**config.mk**
```make
export PLATFORM = sky130hd
export DESIGN_NAME = uart_tx_arbiter
export DESIGN_NICKNAME = d
export VERILOG_FILES = /design/src/rtl/uart_tx_arbiter.sv
export SDC_FILE = /design/constraint.sdc
export NUM_CORES = 1
export LEC_CHECK = 0
export ABC_AREA = 1
export BUFFER_PORTS_ARGS = -buffer_cell sky130_fd_sc_hd__buf_4
export CAP_MARGIN = 10
export CORE_MARGIN = 4
export CORE_UTILIZATION = 49
export DETAILED_ROUTE_END_ITERATION = 12
export PLACE_DENSITY = 0.8
export RECOVER_POWER = 100
export SETUP_SLACK_MARGIN = 0.4
export SYNTH_ARGS = -nofsm -noshare
export SYNTH_HDL_FRONTEND = slang
export SYNTH_SLANG_ARGS = --single-unit
export TNS_END_PERCENT = 1
```
**constraint.sdc**
```tcl
create_clock -name clk -period 2.1 [get_ports clk]
set_input_delay 0.105 -clock clk [delete_from_list [all_inputs] [get_ports clk]]
set_output_delay 0.105 -clock clk [all_outputs]
set_load 0.02 [all_outputs]
```
**src/rtl/uart_tx_arbiter.sv**
```systemverilog
// Packet-level round-robin arbiter sharing one uart_tx among N_REQ byte-stream requesters.
// Optional watchdog on the tx_start -> tx_done_tick interval: define UART_ARB_TIMEOUT_EN.
module uart_tx_arbiter #(
   parameter int N_REQ       = 4,
   parameter int ID_W        = 2,
   parameter int TIMEOUT_CYC = 400000
) (
   input  logic               clk,
   input  logic               rst,
   input  logic [N_REQ-1:0]   req_valid,
   input  logic [8*N_REQ-1:0] req_data,
   input  logic [N_REQ-1:0]   req_last,
   output logic [N_REQ-1:0]   req_ready,
   output logic               tx_start,
   output logic [7:0]         tx_din,
   input  logic               tx_done_tick,
   output logic [N_REQ-1:0]   grant,
   output logic [ID_W-1:0]    grant_id,
   output logic               busy,
   output logic               timeout_err
);

   if (N_REQ < 1 || N_REQ > 8 || TIMEOUT_CYC < 1 ||
       ID_W != ((N_REQ > 1) ? $clog2(N_REQ) : 1)) begin : g_bad_cfg
      $error("uart_tx_arbiter: inconsistent N_REQ / ID_W / TIMEOUT_CYC");
   end

   typedef enum logic [1:0] {
      IDLE = 2'd0,
      WAIT = 2'd1,
      NEXT = 2'd2
   } state_t;

   state_t            state, state_next;
   logic [ID_W-1:0]   rr_ptr, rr_ptr_d;
   logic [ID_W-1:0]   sel, cand, load_idx;
   logic              found, load, release_pkt, expire;
   logic              last_q, last_d;
   logic [7:0]        data_arr [N_REQ];

   logic [N_REQ-1:0]  grant_q, grant_d;
   logic [ID_W-1:0]   grant_id_q, grant_id_d;
   logic [N_REQ-1:0]  req_ready_q, req_ready_d;
   logic              tx_start_q, tx_start_d;
   logic [7:0]        tx_din_q, tx_din_d;
   logic              busy_q, busy_d;

   always_comb begin : unpack
      for (int unsigned i = 0; i < N_REQ; i++) begin
         data_arr[i] = req_data[8*i +: 8];
      end
   end

   // First valid requester scanning rr_ptr, rr_ptr+1, ... modulo N_REQ.
   always_comb begin : rr_scan
      found = 1'b0;
      sel   = '0;
      cand  = '0;
      for (int unsigned i = 0; i < N_REQ; i++) begin
         cand = ID_W'((32'(rr_ptr) + i) % 32'(N_REQ));
         if (!found && req_valid[cand]) begin
            found = 1'b1;
            sel   = cand;
         end
      end
   end

`ifdef UART_ARB_TIMEOUT_EN
   localparam int CNT_W = $clog2(TIMEOUT_CYC + 1);

   logic [CNT_W-1:0] to_cnt;
   logic             timeout_q;

   assign expire = (to_cnt == CNT_W'(TIMEOUT_CYC - 1));

   always_ff @(posedge clk or negedge rst) begin
      if (!rst) begin
         to_cnt    <= '0;
         timeout_q <= 1'b0;
      end else begin
         if (load) begin
            to_cnt <= '0;
         end else if (state == WAIT) begin
            to_cnt <= to_cnt + CNT_W'(1);
         end
         if (state == WAIT && !tx_done_tick && expire) begin
            timeout_q <= 1'b1;
         end
      end
   end

   assign timeout_err = timeout_q;
`else
   assign expire      = 1'b0;
   assign timeout_err = 1'b0;
`endif

   always_ff @(posedge clk or negedge rst) begin : state_reg
      if (!rst) begin
         state       <= IDLE;
         rr_ptr      <= '0;
         last_q      <= 1'b0;
         grant_q     <= '0;
         grant_id_q  <= '0;
         req_ready_q <= '0;
         tx_start_q  <= 1'b0;
         tx_din_q    <= '0;
         busy_q      <= 1'b0;
      end else begin
         state       <= state_next;
         rr_ptr      <= rr_ptr_d;
         last_q      <= last_d;
         grant_q     <= grant_d;
         grant_id_q  <= grant_id_d;
         req_ready_q <= req_ready_d;
         tx_start_q  <= tx_start_d;
         tx_din_q    <= tx_din_d;
         busy_q      <= busy_d;
      end
   end

   // A completed frame takes priority over a watchdog expiry in the same cycle.
   always_comb begin : next_state
      state_next  = state;
      load        = 1'b0;
      load_idx    = grant_id_q;
      release_pkt = 1'b0;
      case (state)
         IDLE: begin
            if (found) begin
               load       = 1'b1;
               load_idx   = sel;
               state_next = WAIT;
            end
         end
         WAIT: begin
            if (tx_done_tick) begin
               if (last_q) begin
                  release_pkt = 1'b1;
                  state_next  = IDLE;
               end else begin
                  state_next  = NEXT;
               end
            end else if (expire) begin
               release_pkt = 1'b1;
               state_next  = IDLE;
            end
         end
         NEXT: begin
            if (req_valid[grant_id_q]) begin
               load       = 1'b1;
               state_next = WAIT;
            end
         end
         default: state_next = IDLE;
      endcase
   end

   always_comb begin : next_outputs
      grant_d     = grant_q;
      grant_id_d  = grant_id_q;
      tx_din_d    = tx_din_q;
      last_d      = last_q;
      rr_ptr_d    = rr_ptr;
      tx_start_d  = load;
      req_ready_d = '0;
      if (load) begin
         grant_d     = N_REQ'(1) << load_idx;
         grant_id_d  = load_idx;
         tx_din_d    = data_arr[load_idx];
         last_d      = req_last[load_idx];
         req_ready_d = N_REQ'(1) << load_idx;
      end
      if (release_pkt) begin
         grant_d    = '0;
         grant_id_d = '0;
         rr_ptr_d   = ID_W'((32'(grant_id_q) + 32'd1) % 32'(N_REQ));
      end
      busy_d = (state_next != IDLE);
   end

   assign req_ready = req_ready_q;
   assign tx_start  = tx_start_q;
   assign tx_din    = tx_din_q;
   assign grant     = grant_q;
   assign grant_id  = grant_id_q;
   assign busy      = busy_q;

endmodule

```
* Word-level counts from Yosys, hierarchy flattened
Cells that the tools add are included.
Word-level totals: input bits 43, logic and storage cells 74, output and inout port bits 21, bits in registers 25
Operators by class: shifts and indexed selects 1, muxes and demuxes 41, add/sub/neg operators 4, reduce and logical (&&, ||, !) cells 9, equal/unequal tests 2, bitwise logic cells 1, order comparisons 7
Operator list (count):
- 2-bit 2-to-1 mux | 12
- 2-bit by 3-bit < comparator with 1-bit output, second input constant | 6
- 8-bit binary-select mux with 2-bit select | 1
- 8-bit 2-to-1 mux | 2
- 1-bit 2-to-1 mux | 15
- 1-bit binary-select mux with 2-bit select | 6
- 4-bit 2-to-1 mux | 3
- 2-bit one-hot mux with 3 select lines | 1
- 2-bit by 1-bit adder with 2-bit output, second input constant | 2
- 2-bit adder, second input constant | 2
- 2-bit nonzero test | 2
- 1-bit by 2-bit << shifter with 4-bit output, first input constant | 1
- 3-bit >= comparator, second input constant | 1
- 1-bit logical AND | 3
- 1-bit logical NOT | 3
- 2-bit NOT with 3-bit output | 1
- 2-bit by 1-bit equality test with 1-bit output, second input constant | 1
- 2-bit equality test, second input constant | 1
- 2-bit logical NOT | 1
- 1-bit one-hot mux with 2 select lines | 1

* Depth between registers and ports, before layout
word-level depth 18, mapped depth 18

* Worst setup path before layout
No wires, ideal clock.
kind register to register, from register rr_ptr[0], to register last_q, path buffers 2, stages on the path, launching flop included 19, required time 1.983 ns, arrival time 1.588 ns, setup slack 0.396 ns, library setup time 0.117 ns, path through dfrtp_1 buf_6 nand2_1 nand2_2 nand2_1 nand2_2 nor2_4 nand2_1 nand2_1 nand2_2 nand2_4 nand2_4 buf_6 nand2_1 nand2_1 nand2_1 nand2_1 nand2_1 nand2_1
On the way: word-level cells in the longest chain between the ends 16, elaborated cells on any way between the ends 31, those cells by class 3 x add/sub; 22 x mux; 6 x reduce/logical
Ends and longest elaborated chain:
- start: declaration | RTL line 35 | logic [ID_W-1:0] rr_ptr, rr_ptr_d;
- start signal: assignment | RTL line 111 | rr_ptr <= rr_ptr_d;
- parallel branches: the longest is 16 deep, another holds 2-bit by 1-bit adder with 2-bit output
- end signal: assignment | RTL line 112 | last_q <= last_d;
- end: declaration | RTL line 38 | logic last_q, last_d;
Parallel ways; which one is timed is not known. The select of a mux whose other input is x is not followed. A chain may end at the register's enable or synchronous reset.

* Worst setup path in the final report
from register rr_ptr[0], to register tx_din_q[6] (netlist: tx_din[6])
On the way: word-level cells in the longest chain between the ends 18, elaborated cells on any way between the ends 33, those cells by class 3 x add/sub; 23 x mux; 1 x bitwise; 6 x reduce/logical
Ends and longest elaborated chain:
- parallel branches: the longest is 18 deep, another holds 2-bit by 1-bit adder with 2-bit output
- end signal: assignment | RTL line 117 | tx_din_q <= tx_din_d;
- end: declaration | RTL line 45 | logic [7:0] tx_din_q, tx_din_d;
Parallel ways; which one is timed is not known. The select of a mux whose other input is x is not followed.

==> metrics.md <==
| Metric | Value |
|---|---|
| Outcome | completed |
| Initial core utilization | 50.9% |
| GP Congestion | 0.946 |
| VDD IR-drop max | 0.000968 V |
| Hpwl dp | 3230 um |
| Largest cells by area after synthesis | dfrtp_1 (37%), nand2_1 (29%), nand3_1 (9.4%) |
| Worst setup SP type | flip-flop |
| Fin Setup TNS | 0 ps |
| Number of max-cap violations | 0 |
| Detail Route Antenna Nets | 0 |
| Crit Path Class | flip-flop to flip-flop |
| Relative slew margins | 11.4% |
| I/O pin total | 64 |
| Number of global-route vias before repair | 1772 |
| H-tree Lvls | 1 |
| Width of the die | 66.9 um |
| Netlist cell types | 21 |
| 1st-iter DRT viols | 122 |
| Synth Instances | 263 |
| Fraction of registers with async set/reset | 100% |
| Die area | 4470 sq um |
| Syn_nets | 306 |
| Commonest cells in the netlist | nand2_1 (132), nand3_1 (32), dfrtp_1 (25) |
| Design area | 2340 sq um |
| Min Tclk post-route | 1920 ps |
| Worst Path Max Fanout | 20 |
| PD cells | 1920 nW/um^2 |
| CTS tree | built |
| DP Cell Count | 364 |
| Site Rows | 21 |
| Synth area leader | dfrtp_1 |
| Hold/Removal Path Class | input port to flip-flop |
| Design Power | 0.00449 W |
| Pin count of the biggest net entering global routing | 26 |
| 1st-pass router iterations | 4 |
| Wire length per cell | 11.8 um |
| Synth Area per Inst | 6.46 sq um |
| Skew-Pair Late Insertion Delay | 320 ps |
| Initial antenna violation count | 0 |
| Unrepaired setup endpoints after global routing | true |
| Number of flip-flops in the largest register | 8 |
| DP Area | 2170 sq um |
| Die height | 66.9 um |
| Slew at the pin with the worst max-slew slack | 1330 ps |
| Layout Skew | 3.39 ps |
| Max Clk Rate | 521 MHz |
| Worst path arrival time | 2190 ps |
| Layout cells sized above 1 | 27.7% |
| Syn Std Cell Area | 1700 sq um |
| First-pass GRT wire length | 7680 um |
| Reg2reg setup slack | 180 ps |
| Number of synthesized register bits | 25 |
| Antenna fix cells | 0 |
| DRC errors left | 0 |
| Pleak | 1.30 nW |
| Total CTS buffers | 3 |
| Non-filler cells, final | 378 |
| Pins over their slew limit | 0 |
| # setup viols final | 0 |
| Vias | 1852 |
| Required @ worst endpoint | 2370 ps |
| Post-synth EDFFs | 0 |
| Register area share after synthesis | 36.8% |
| Fin nets | 376 |
| Final hold vios | 0 |
| Most used flip-flop cell after synthesis | dfrtp_1 |
| Worst Setup End Kind | flip-flop |
| Clock slew at reported path FFs | 140 ps |
| Grt ovf | 0 |
| CTS sink cnt | 25 |
| Root Buffer | clkbuf_4 |
| Yosys top cell area share | 36.8% |
| Ys Warns | 0 |
| Port Buffers | 62 |
| Core Area | 3340 sq um |
| Via-to-Cell Ratio | 4.90 |
| GRT Overall Usage | 21.6% |
| Area Growth Syn to Fin | 37.7% |
| WHS | 70.1 ps |
| Period utilisation layout | 91.3% |
| Most common cell in the netlist | nand2_1 |
| Final WL | 4450 um |
| Clock tree buffer depth | 2 |
where the power goes:
group	internal, W	leakage (nW)	switching (W)
clock	0.0000727	0.0139	0.000150
sequential	0.000713	0.315	0.000157
combinational	0.00124	0.970	0.00216
total	0.00202	1.30	0.00246
area by class of cell:
cell class | count | area (sq um)
timing repair inverter | 1 | 7.51
timing repair buffer | 74 | 519
sequential | 25 | 628
tap | 46 | 57.6
clock buffer | 3 | 22.5
fill | 307 | 997
multi-input combinational | 209 | 1020
inverter | 19 | 80.1
clock inverter | 1 | 7.51
cell usage in the layout, fill, tap and decap left out, drive strengths merged, types with 2 or more instances in the layout:
cell type and count:
o21ai 9, clkinvlp 3, dfrtp 25, buf 52
a21oi 2, inv 18, nor2 16, clkbuf 24
nand2 144, nand3 35
logic make-up (layout without fill, tap and decap cells):
family                 after synthesis  in the layout  share of synthesized area, %
AOI/OAI and AO/OA                   13             13                          4.20
buffers and inverters               30             98                          8.76
DFF                                 25             25                          36.8
other                                1              1                         0.221
and+or+nand+nor                    194            195                          50.0
worst paths after layout:
kind / startpoint / depth (start not counted) / endpoint
max: rr_ptr[0]$_DFFE_PN0P_ / 16 / tx_din[6]$_DFFE_PN0P_
max reg2reg: rr_ptr[0]$_DFFE_PN0P_ / 16 / tx_din[6]$_DFFE_PN0P_
max in group asynchronous: rst / 2 / rr_ptr[0]$_DFFE_PN0P_
min reg2reg: tx_din[7]$_DFFE_PN0P_ / 2 / tx_din[7]$_DFFE_PN0P_
min in group asynchronous: rst / 2 / grant[3]$_DFFE_PN0P_
min: tx_done_tick / 4 / state[0]$_DFF_PN0_
layer usage:
metal	vias up	GRT usage, %	wire, um
met5	-	0	0
met4	0	7.09	46
met3	6	2.36	286
met2	70	35.8	2120
met1	820	29.2	2000
li1	956	-	-
worst max-delay path, stage by stage, from the launching register on:
cell	delay [ps]
dfrtp_2	480
buf_6	150
nand2_2	80
nand2_4	70
nand2_1	90
nand2_2	60
nor2_4	80
nand3_1	110
nand2_4	140
nand2_8	130
nand2_4	160
nand2_1	70
nand2_1	60
nand2_1	40
nand2_1	50
nand2_1	50
nand2_1	50
stage by stage:
stage / setup WS [ps] / utilization (%)
after floorplan: 396 / -
after global placement: 70.6 / 65.2
after detailed placement: 21.8 / 65.2
after CTS: 233 / 70.8
after global routing: 8.24 / 70.1
final: 182 / 70.1
what timing repair did:
action,in CTS,in global routing
resized for setup,17,15
pin swaps,12,7
cloned,2,0
setup buffers,6,1
endpoints found under the hold margin,25,0
endpoints found under the setup margin,19,19
hold buffers,1,0
Power figures use the tool's default switching activity.
